<file path="src/rtl/gauss_coeff_loader_pkg.sv">
// Shared constants, FSM state type and row-sum helper for the Gaussian coefficient loader.
package gauss_pkg;

  localparam int unsigned ROWS   = 5;
  localparam int unsigned COLS   = 5;
  localparam int unsigned CW     = 8;
  localparam int unsigned SUM_W  = 13;
  localparam int unsigned ADDR_W = 3;
  localparam int unsigned WORD_W = COLS * CW;

  typedef enum logic [1:0] {
    IDLE,
    FETCH,
    DRAIN,
    DONE
  } state_t;

  function automatic logic [SUM_W-1:0] row_sum(input logic [WORD_W-1:0] word);
    logic [SUM_W-1:0] s;
    s = '0;
    for (int unsigned c = 0; c < COLS; c++) begin
      s = s + SUM_W'(word[c*CW +: CW]);
    end
    return s;
  endfunction

endpackage

</file>
<file path="src/rtl/gauss_coeff_loader_if.sv">
// ROM read bus between the coefficient loader (master) and rom5x5 (slave).
interface gauss_coeff_loader_if #(
  parameter int unsigned DW = gauss_pkg::WORD_W
);

  logic                        rom_rd_en;
  logic [gauss_pkg::ADDR_W-1:0] rom_addr;
  logic [DW-1:0]               rom_data;

  modport master (output rom_rd_en, output rom_addr, input rom_data);
  modport slave  (input rom_rd_en, input rom_addr, output rom_data);

endinterface

</file>
<file path="src/rtl/gauss_coeff_loader_row_unpack.sv">
// Splits one ROM word into its columns (MSB byte = column 0) and gives the row sum.
module gauss_row_unpack
  import gauss_pkg::*;
(
  input  logic [WORD_W-1:0]        word,
  output logic [COLS-1:0][CW-1:0]  cols,
  output logic [SUM_W-1:0]         sum
);

  always_comb begin
    cols = '0;
    for (int unsigned c = 0; c < COLS; c++) begin
      cols[c] = word[(COLS-1-c)*CW +: CW];
    end
  end

  assign sum = row_sum(word);

endmodule

</file>
<file path="src/rtl/gauss_coeff_loader.sv">
// Reads the 5x5 Gaussian ROM row by row into a flat coefficient bank and
// accumulates the kernel sum for the normalisation stage.
module gauss_coeff_loader
  import gauss_pkg::*;
#(
  parameter int unsigned ROM_LAT   = 1,
  parameter bit          AUTO_LOAD = 1'b1
) (
  input  logic                     clk,
  input  logic                     rst_n,
  input  logic                     start,
  output logic                     busy,
  output logic                     done,
  output logic                     coeff_valid,
  gauss_coeff_loader_if.master     rom,
  output logic [ROWS*COLS*CW-1:0]  coeff_flat,
  output logic [SUM_W-1:0]         coeff_sum
);

  state_t                  state;
  logic                    first;
  logic                    go;
  logic                    cap;
  logic [ADDR_W-1:0]       cap_row;
  logic [ROM_LAT-1:0]      lag_vld;
  logic [ADDR_W-1:0]       lag_row [ROM_LAT];
  logic [SUM_W-1:0]        acc;
  logic [COLS-1:0][CW-1:0] cap_cols;
  logic [SUM_W-1:0]        cap_sum;

  // first is only high in the first cycle after reset release
  assign go      = (state == IDLE) && (start || (AUTO_LOAD && first));
  assign cap     = lag_vld[ROM_LAT-1];
  assign cap_row = lag_row[ROM_LAT-1];

  gauss_row_unpack u_unpack (
    .word (rom.rom_data),
    .cols (cap_cols),
    .sum  (cap_sum)
  );

  always_ff @(posedge clk or negedge rst_n) begin
    if (!rst_n) begin
      state         <= IDLE;
      first         <= 1'b1;
      busy          <= 1'b0;
      done          <= 1'b0;
      coeff_valid   <= 1'b0;
      coeff_sum     <= '0;
      rom.rom_rd_en <= 1'b0;
      rom.rom_addr  <= '0;
    end else begin
      first <= 1'b0;
      case (state)
        IDLE: begin
          if (go) begin
            state         <= FETCH;
            busy          <= 1'b1;
            coeff_valid   <= 1'b0;
            rom.rom_rd_en <= 1'b1;
            rom.rom_addr  <= '0;
          end
        end
        FETCH: begin
          if (rom.rom_addr == ADDR_W'(ROWS-1)) begin
            state         <= DRAIN;
            rom.rom_rd_en <= 1'b0;
          end else begin
            rom.rom_addr <= rom.rom_addr + ADDR_W'(1);
          end
        end
        // leave DRAIN exactly when the last row emerges from the lag pipe
        DRAIN: begin
          if (cap && (cap_row == ADDR_W'(ROWS-1))) begin
            state <= DONE;
            busy  <= 1'b0;
            done  <= 1'b1;
          end
        end
        DONE: begin
          state       <= IDLE;
          done        <= 1'b0;
          coeff_valid <= 1'b1;
          coeff_sum   <= acc;
        end
        default: state <= IDLE;
      endcase
    end
  end

  always_ff @(posedge clk or negedge rst_n) begin
    if (!rst_n) begin
      lag_vld    <= '0;
      acc        <= '0;
      coeff_flat <= '0;
      for (int unsigned i = 0; i < ROM_LAT; i++) begin
        lag_row[i] <= '0;
      end
    end else begin
      lag_vld[0] <= rom.rom_rd_en;
      lag_row[0] <= rom.rom_addr;
      for (int unsigned i = 1; i < ROM_LAT; i++) begin
        lag_vld[i] <= lag_vld[i-1];
        lag_row[i] <= lag_row[i-1];
      end

      if (go) begin
        acc <= '0;
      end else if (cap) begin
        acc <= acc + cap_sum;
      end

      for (int unsigned r = 0; r < ROWS; r++) begin
        for (int unsigned c = 0; c < COLS; c++) begin
          if (cap && (cap_row == ADDR_W'(r))) begin
            coeff_flat[(r*COLS+c)*CW +: CW] <= cap_cols[c];
          end
        end
      end
    end
  end

endmodule

</file>
<file path="src/flat_wrapper.sv">
// flat-port wrapper written by rule: the top's interface ports become plain ports
module gauss_coeff_loader_flat import gauss_pkg::*;
#(
  parameter int unsigned ROM_LAT   = 1,
  parameter bit          AUTO_LOAD = 1'b1
)
  (clk, rst_n, start, busy, done, coeff_valid, coeff_flat, coeff_sum, rom_rom_rd_en, rom_rom_addr, rom_rom_data);
  gauss_coeff_loader_if rom_i ();
  input  logic clk;
  input  logic rst_n;
  input  logic start;
  output logic busy;
  output logic done;
  output logic coeff_valid;
  output logic [ROWS*COLS*CW-1:0] coeff_flat;
  output logic [SUM_W-1:0] coeff_sum;
  output wire logic [$bits(rom_i.rom_rd_en)-1:0] rom_rom_rd_en;
  output wire logic [$bits(rom_i.rom_addr)-1:0] rom_rom_addr;
  input wire logic [$bits(rom_i.rom_data)-1:0] rom_rom_data;
  assign rom_rom_rd_en = rom_i.rom_rd_en;
  assign rom_rom_addr = rom_i.rom_addr;
  assign rom_i.rom_data = rom_rom_data;
  gauss_coeff_loader #(.ROM_LAT(ROM_LAT), .AUTO_LOAD(AUTO_LOAD)) u_core (.clk(clk), .rst_n(rst_n), .start(start), .busy(busy), .done(done), .coeff_valid(coeff_valid), .rom(rom_i), .coeff_flat(coeff_flat), .coeff_sum(coeff_sum));
endmodule
</file>
<file path="config.mk">
export PLATFORM = sky130hd
export DESIGN_NAME = gauss_coeff_loader_flat
export DESIGN_NICKNAME = d
export VERILOG_FILES = /design/src/rtl/gauss_coeff_loader_pkg.sv /design/src/rtl/gauss_coeff_loader_if.sv /design/src/rtl/gauss_coeff_loader_row_unpack.sv /design/src/rtl/gauss_coeff_loader.sv /design/src/flat_wrapper.sv
export SDC_FILE = /design/constraint.sdc
export NUM_CORES = 1
export LEC_CHECK = 0
export BUFFER_PORTS_ARGS = -buffer_cell sky130_fd_sc_hd__clkbuf_2
export CORE_MARGIN = 5
export CORE_UTILIZATION = 30
export CTS_BUF_LIST = sky130_fd_sc_hd__clkbuf_4 sky130_fd_sc_hd__clkbuf_8
export CTS_CLUSTER_SIZE = 14
export DETAILED_ROUTE_END_ITERATION = 7
export GPL_TIMING_DRIVEN = 0
export SLEW_MARGIN = 40
export SYNTH_ARGS = -nofsm -noshare
export SYNTH_HDL_FRONTEND = slang
export SYNTH_HIERARCHICAL = 1
export SYNTH_SLANG_ARGS = --single-unit
</file>
<file path="constraint.sdc">
create_clock -name clk -period 2.74 [get_ports clk]
set_input_delay 0.548 -clock clk [delete_from_list [all_inputs] [get_ports clk]]
set_output_delay 0.548 -clock clk [all_outputs]
set_load 0.03 [all_outputs]
</file>
==> metrics.txt <==
# TYPE chip_impl_metric gauge
chip_impl_info{name="outcome",value="finished, violations left"} 1
chip_impl_info{name="violations",value="setup timing"} 1
chip_impl_metric{name="synth.mux.area_fraction",unit="%"} 18.4
chip_impl_metric{name="route.detailed.drc",unit=""} 0
chip_impl_metric{name="cap_violations",unit=""} 0
chip_impl_info{name="rsz0062_at_grt",value="true"} 1
chip_impl_metric{name="core_region_area",unit="mm^2"} 0.0366
chip_impl_metric{name="powerDensity",unit="mW/mm^2"} 714
chip_impl_metric{name="grt_pass1_wl",unit="um"} 49100
chip_impl_info{name="worst_hold_path_type",value="in2reg"} 1
chip_impl_info{name="criticalPathCategory",value="in2reg"} 1
chip_impl_info{name="start_kind",value="primary input"} 1
chip_impl_metric{name="post_layout_nonfiller_instances",unit=""} 1741
chip_impl_metric{name="synth-xor-area-share",unit="%"} 0.946
chip_impl_metric{name="pre_cts_slack",unit="ns"} -2.30
chip_impl_metric{name="synth_cells",unit=""} 915
chip_impl_metric{name="finalNetCount",unit=""} 1336
chip_impl_metric{name="fillerInstances",unit=""} 3599
chip_impl_metric{name="yosysWarnings",unit=""} 6
chip_impl_metric{name="via_count",unit=""} 7855
chip_impl_metric{name="cts.clk_slew.worst_paths",unit="ns"} 0.06
chip_impl_metric{name="yosysSeqAreaShare",unit="%"} 54.0
chip_impl_metric{name="static_leakage",unit="nW"} 7.58
chip_impl_metric{name="gp_congestion",unit=""} 0.807
chip_impl_info{name="worst_path_cell_with_the_longest_stage_delay",value="sky130_fd_sc_hd__fa_1"} 1
chip_impl_metric{name="worst_ir_drop_vdd",unit="mV"} 0.609
chip_impl_metric{name="worst-endpoint-arrival",unit="ns"} 4.83
chip_impl_metric{name="first_global_vias",unit=""} 8211
chip_impl_metric{name="top_level_ports",unit=""} 263
chip_impl_metric{name="layout_worst_path_cycle_share",unit="%"} 158
chip_impl_metric{name="synth_cell_types",unit=""} 53
chip_impl_metric{name="setup_violations",unit=""} 11
chip_impl_metric{name="grt_max_degree",unit=""} 70
chip_impl_info{name="end_kind",value="flip-flop"} 1
chip_impl_metric{name="antenna_cells_inserted",unit=""} 0
chip_impl_info{name="buffer_type_at_the_clock_tree_root",value="sky130_fd_sc_hd__clkbuf_8"} 1
chip_impl_metric{name="fp.dieW",unit="um"} 202
chip_impl_metric{name="gr-total-overflow",unit=""} 0
chip_impl_metric{name="maxSlewHeadroom",unit="%"} 47.3
chip_impl_metric{name="design_power_total",unit="mW"} 10.3
chip_impl_metric{name="required",unit="ns"} 3.23
chip_impl_metric{name="dpl.cell_count",unit=""} 1650
chip_impl_info{name="largest_family_of_logic_cells_by_synthesized_area",value="multiplexers"} 1
chip_impl_metric{name="hpwlAfterDp",unit="um"} 24000
chip_impl_metric{name="postLayoutSetupSlackWorst",unit="ns"} -1.59
chip_impl_metric{name="clock_tree.buffer_depth",unit=""} 3
chip_impl_info{name="most_used_flip_flop_cell_after_synthesis",value="sky130_fd_sc_hd__dfrtp_1"} 1
chip_impl_metric{name="ctsHtreeMaxLevel",unit=""} 2
chip_impl_metric{name="mean_instance_size_in_the_synthesized_netlist",unit="um^2"} 12.1
chip_impl_metric{name="initial_drc_count",unit=""} 318
chip_impl_metric{name="hold_slack",unit="ns"} 0.300
chip_impl_metric{name="async_reset_ff_share",unit="%"} 100
chip_impl_metric{name="fmax",unit="MHz"} 231
chip_impl_metric{name="start_util",unit="%"} 30.4
chip_impl_metric{name="worstSkewPairLatency",unit="ns"} 0.59
chip_impl_metric{name="critPathMaxStageDelay",unit="ns"} 0.52
chip_impl_metric{name="port_buffers",unit=""} 262
chip_impl_metric{name="max_slew.worst_pin.slew",unit="ns"} 0.782
chip_impl_metric{name="detail_route.first_pass.iterations",unit=""} 4
chip_impl_metric{name="fin_skew",unit="ns"} 0.0275
chip_impl_metric{name="overall_fraction_of_global_route_tracks_in_use",unit="%"} 15.4
chip_impl_info{name="timing.critical_path.mode_cell",value="sky130_fd_sc_hd__fa_1"} 1
chip_impl_metric{name="post_synthesis_compound_gate_area_fraction",unit="%"} 4.83
chip_impl_metric{name="floorplan.die.height",unit="um"} 202
chip_impl_metric{name="vias_per_cell",unit=""} 4.51
chip_impl_metric{name="synthToLayoutAreaGrowth",unit="%"} 30.0
chip_impl_metric{name="post_synth_fa_ha_maj_area_fraction",unit="%"} 7.59
chip_impl_metric{name="grt_antenna_before_repair",unit=""} 2
chip_impl_metric{name="design.die.area",unit="mm^2"} 0.0410
chip_impl_metric{name="post_synth_and_or_nand_nor_area_fraction",unit="%"} 7.34
chip_impl_metric{name="ff2ff_setup_slack",unit="ns"} 0.44
chip_impl_metric{name="finalWorstPathRequiredPeriod",unit="ns"} 4.33
chip_impl_metric{name="numClockSinks",unit=""} 240
chip_impl_metric{name="drt.antenna.violating_nets",unit=""} 0
chip_impl_metric{name="hold_viol_final",unit=""} 0
chip_impl_metric{name="drv_slew",unit=""} 0
chip_impl_metric{name="crit_fanout",unit=""} 4
chip_impl_info{name="worstPathCellList",value="buf_2 > inv_1 > fa_1 > inv_1 > fa_1 > inv_2 > fa_1 > inv_2 > ha_4 > nor2b_4 > o2111ai_2 > nand3_2 > o41a_1 > xor2_1 > ha_1 > a21o_1 > a21oi_2 > o21ai_2 > a211oi_4 > mux2i_1"} 1
chip_impl_metric{name="post_route_cells_drive_above_1_share",unit="%"} 50.2
chip_impl_metric{name="setup_total_negative_slack",unit="ns"} -12.75
chip_impl_metric{name="finalWirelength",unit="um"} 31900
chip_impl_metric{name="tritoncts.num_buffers",unit=""} 44
chip_impl_metric{name="number_of_flops_mapped_to_enable_cells_by_yosys",unit=""} 0
chip_impl_metric{name="row_count",unit=""} 70
chip_impl_metric{name="routedWlPerCell",unit="um"} 18.3
chip_impl_metric{name="ys_seq_elements",unit=""} 240
chip_impl_info{name="tritoncts",value="built"} 1
chip_impl_metric{name="post_synth_instance_area",unit="mm^2"} 0.0111
[per-layer routing]
layer	global-route usage, %	vias up	routed length, um
met5	0	-	13
met4	4.29	2	656
met3	5.89	50	2610
met2	23.9	257	14600
met1	20.2	3876	14000
li1	-	3670	-
[per-stage QoR]
step	instance area, um^2	util, %
after floorplan	11200	-
after global placement	13100	35.7
after detailed placement	13200	36.0
after CTS	14300	39.2
after global routing	14500	39.5
final	14500	39.5
[worst max-delay path, delay by kind of cell]
family,cells,cell delay [ns]
and+or+nand+nor,2,0.23
adders and majority gates,5,2.10
xor gates and xnor gates,1,0.15
buffers and inverters,5,0.32
AOI/OAI and AO/OA,6,1.26
muxes,1,0.21
[synthesized netlist by cell type, types with 2 or more instances]
master | n | share of area, %
sky130_fd_sc_hd__inv_1 | 76 | 2.6
sky130_fd_sc_hd__a31oi_1 | 2 | 0.11
sky130_fd_sc_hd__xor2_1 | 3 | 0.24
sky130_fd_sc_hd__fa_1 | 24 | 4.3
sky130_fd_sc_hd__xnor2_1 | 9 | 0.71
sky130_fd_sc_hd__buf_2 | 17 | 0.77
sky130_fd_sc_hd__o211ai_1 | 3 | 0.20
sky130_fd_sc_hd__nand3b_1 | 2 | 0.14
sky130_fd_sc_hd__conb_1 | 2 | 0.068
sky130_fd_sc_hd__a21oi_1 | 19 | 0.86
sky130_fd_sc_hd__mux2i_1 | 9 | 0.81
sky130_fd_sc_hd__a22o_1 | 4 | 0.32
sky130_fd_sc_hd__nand2_1 | 142 | 4.8
sky130_fd_sc_hd__a21o_1 | 9 | 0.61
sky130_fd_sc_hd__nand2b_1 | 3 | 0.17
sky130_fd_sc_hd__nor3_1 | 3 | 0.14
sky130_fd_sc_hd__ha_1 | 29 | 3.3
sky130_fd_sc_hd__mux2_1 | 7 | 0.71
sky130_fd_sc_hd__nor2b_1 | 2 | 0.11
sky130_fd_sc_hd__a211oi_2 | 2 | 0.23
sky130_fd_sc_hd__dfrtp_1 | 239 | 54
sky130_fd_sc_hd__and3_1 | 3 | 0.17
sky130_fd_sc_hd__clkbuf_1 | 14 | 0.47
sky130_fd_sc_hd__o21ai_0 | 17 | 0.77
sky130_fd_sc_hd__a211oi_1 | 5 | 0.34
sky130_fd_sc_hd__nand3_1 | 11 | 0.50
sky130_fd_sc_hd__mux2_2 | 167 | 17
sky130_fd_sc_hd__or3_1 | 2 | 0.11
sky130_fd_sc_hd__nor2_1 | 24 | 0.81
sky130_fd_sc_hd__buf_4 | 43 | 2.9
[flip-flops by register name (all words and copies together), names as in the netlist]
signal                flops
u_core/coeff_valid        1
u_core/rom.rom_addr       3
u_core/cap_row            3
u_core/state              2
u_core/done               1
u_core/rom.rom_rd_en      1
u_core/cap                1
u_core/acc               13
u_core/coeff_flat       200
u_core/coeff_sum         13
u_core/first              1
u_core/busy               1
[logic make-up after synthesis]
group | after synthesis
other cells | 2
flops | 240
xor+xnor | 12
simple gates | 197
mux | 183
buf+inv | 151
fa+ha+maj | 53
compound gates | 77
[worst paths after layout]
path / from / end / cells past startpoint
worst max-delay path: rom_rom_data[11] / u_core/acc[12]$_DFFE_PN0P_ / 20
worst min-delay path: rom_rom_data[9] / u_core/coeff_flat[185]$_DFFE_PN0P_ / 4
worst max register to register: u_core/acc[0]$_DFFE_PN0P_ / u_core/acc[12]$_DFFE_PN0P_ / 7
worst min register to register: u_core/rom.rom_rd_en$_DFFE_PN0P_ / u_core/cap$_DFF_PN0_ / 0
max in group asynchronous: rst_n / u_core/coeff_flat[69]$_DFFE_PN0P_ / 4
min in group asynchronous: rst_n / u_core/coeff_flat[46]$_DFFE_PN0P_ / 2
[report_power, final]
group,internal (mW),switching (mW)
clock,2.19,1.51
combinational,1.44,1.57
sequential,3.58,0.0176
[timing repair]
action,CTS,global route
setup endpoints to repair,11,12
gates cloned,0,0
hold endpoints to repair,40,0
hold buffers,1,0
buffers inserted,7,4
pin swaps,31,35
resized for setup,27,24
[cells in the final DEF, fill, tap and decap left out, drive strengths merged, types with 7 or more instances in the layout]
cell type,netlist,final
a21o,10,10
dfrtp,239,239
o21ai,17,17
inv,77,78
a21oi,19,19
a211oi,7,7
clkbuf,14,341
mux2i,9,9
nor2,25,25
buf,60,80
nand3,12,12
nand2,142,142
ha,29,29
mux2,174,174
xnor2,9,9
fa,24,24
[area by class of cell]
class,count,area [um^2],share of cell area [%]
Tap cell,468,586,4.05
Clock buffer,70,863,5.97
Sequential cell,240,6010,41.6
Timing Repair Buffer,278,1570,10.8
Buffer,74,460,3.19
Multi-Input combinational cell,525,4570,31.6
Inverter,77,299,2.07
Clock inverter,9,104,0.719
No activity file was read; power rests on OpenSTA's default activity.
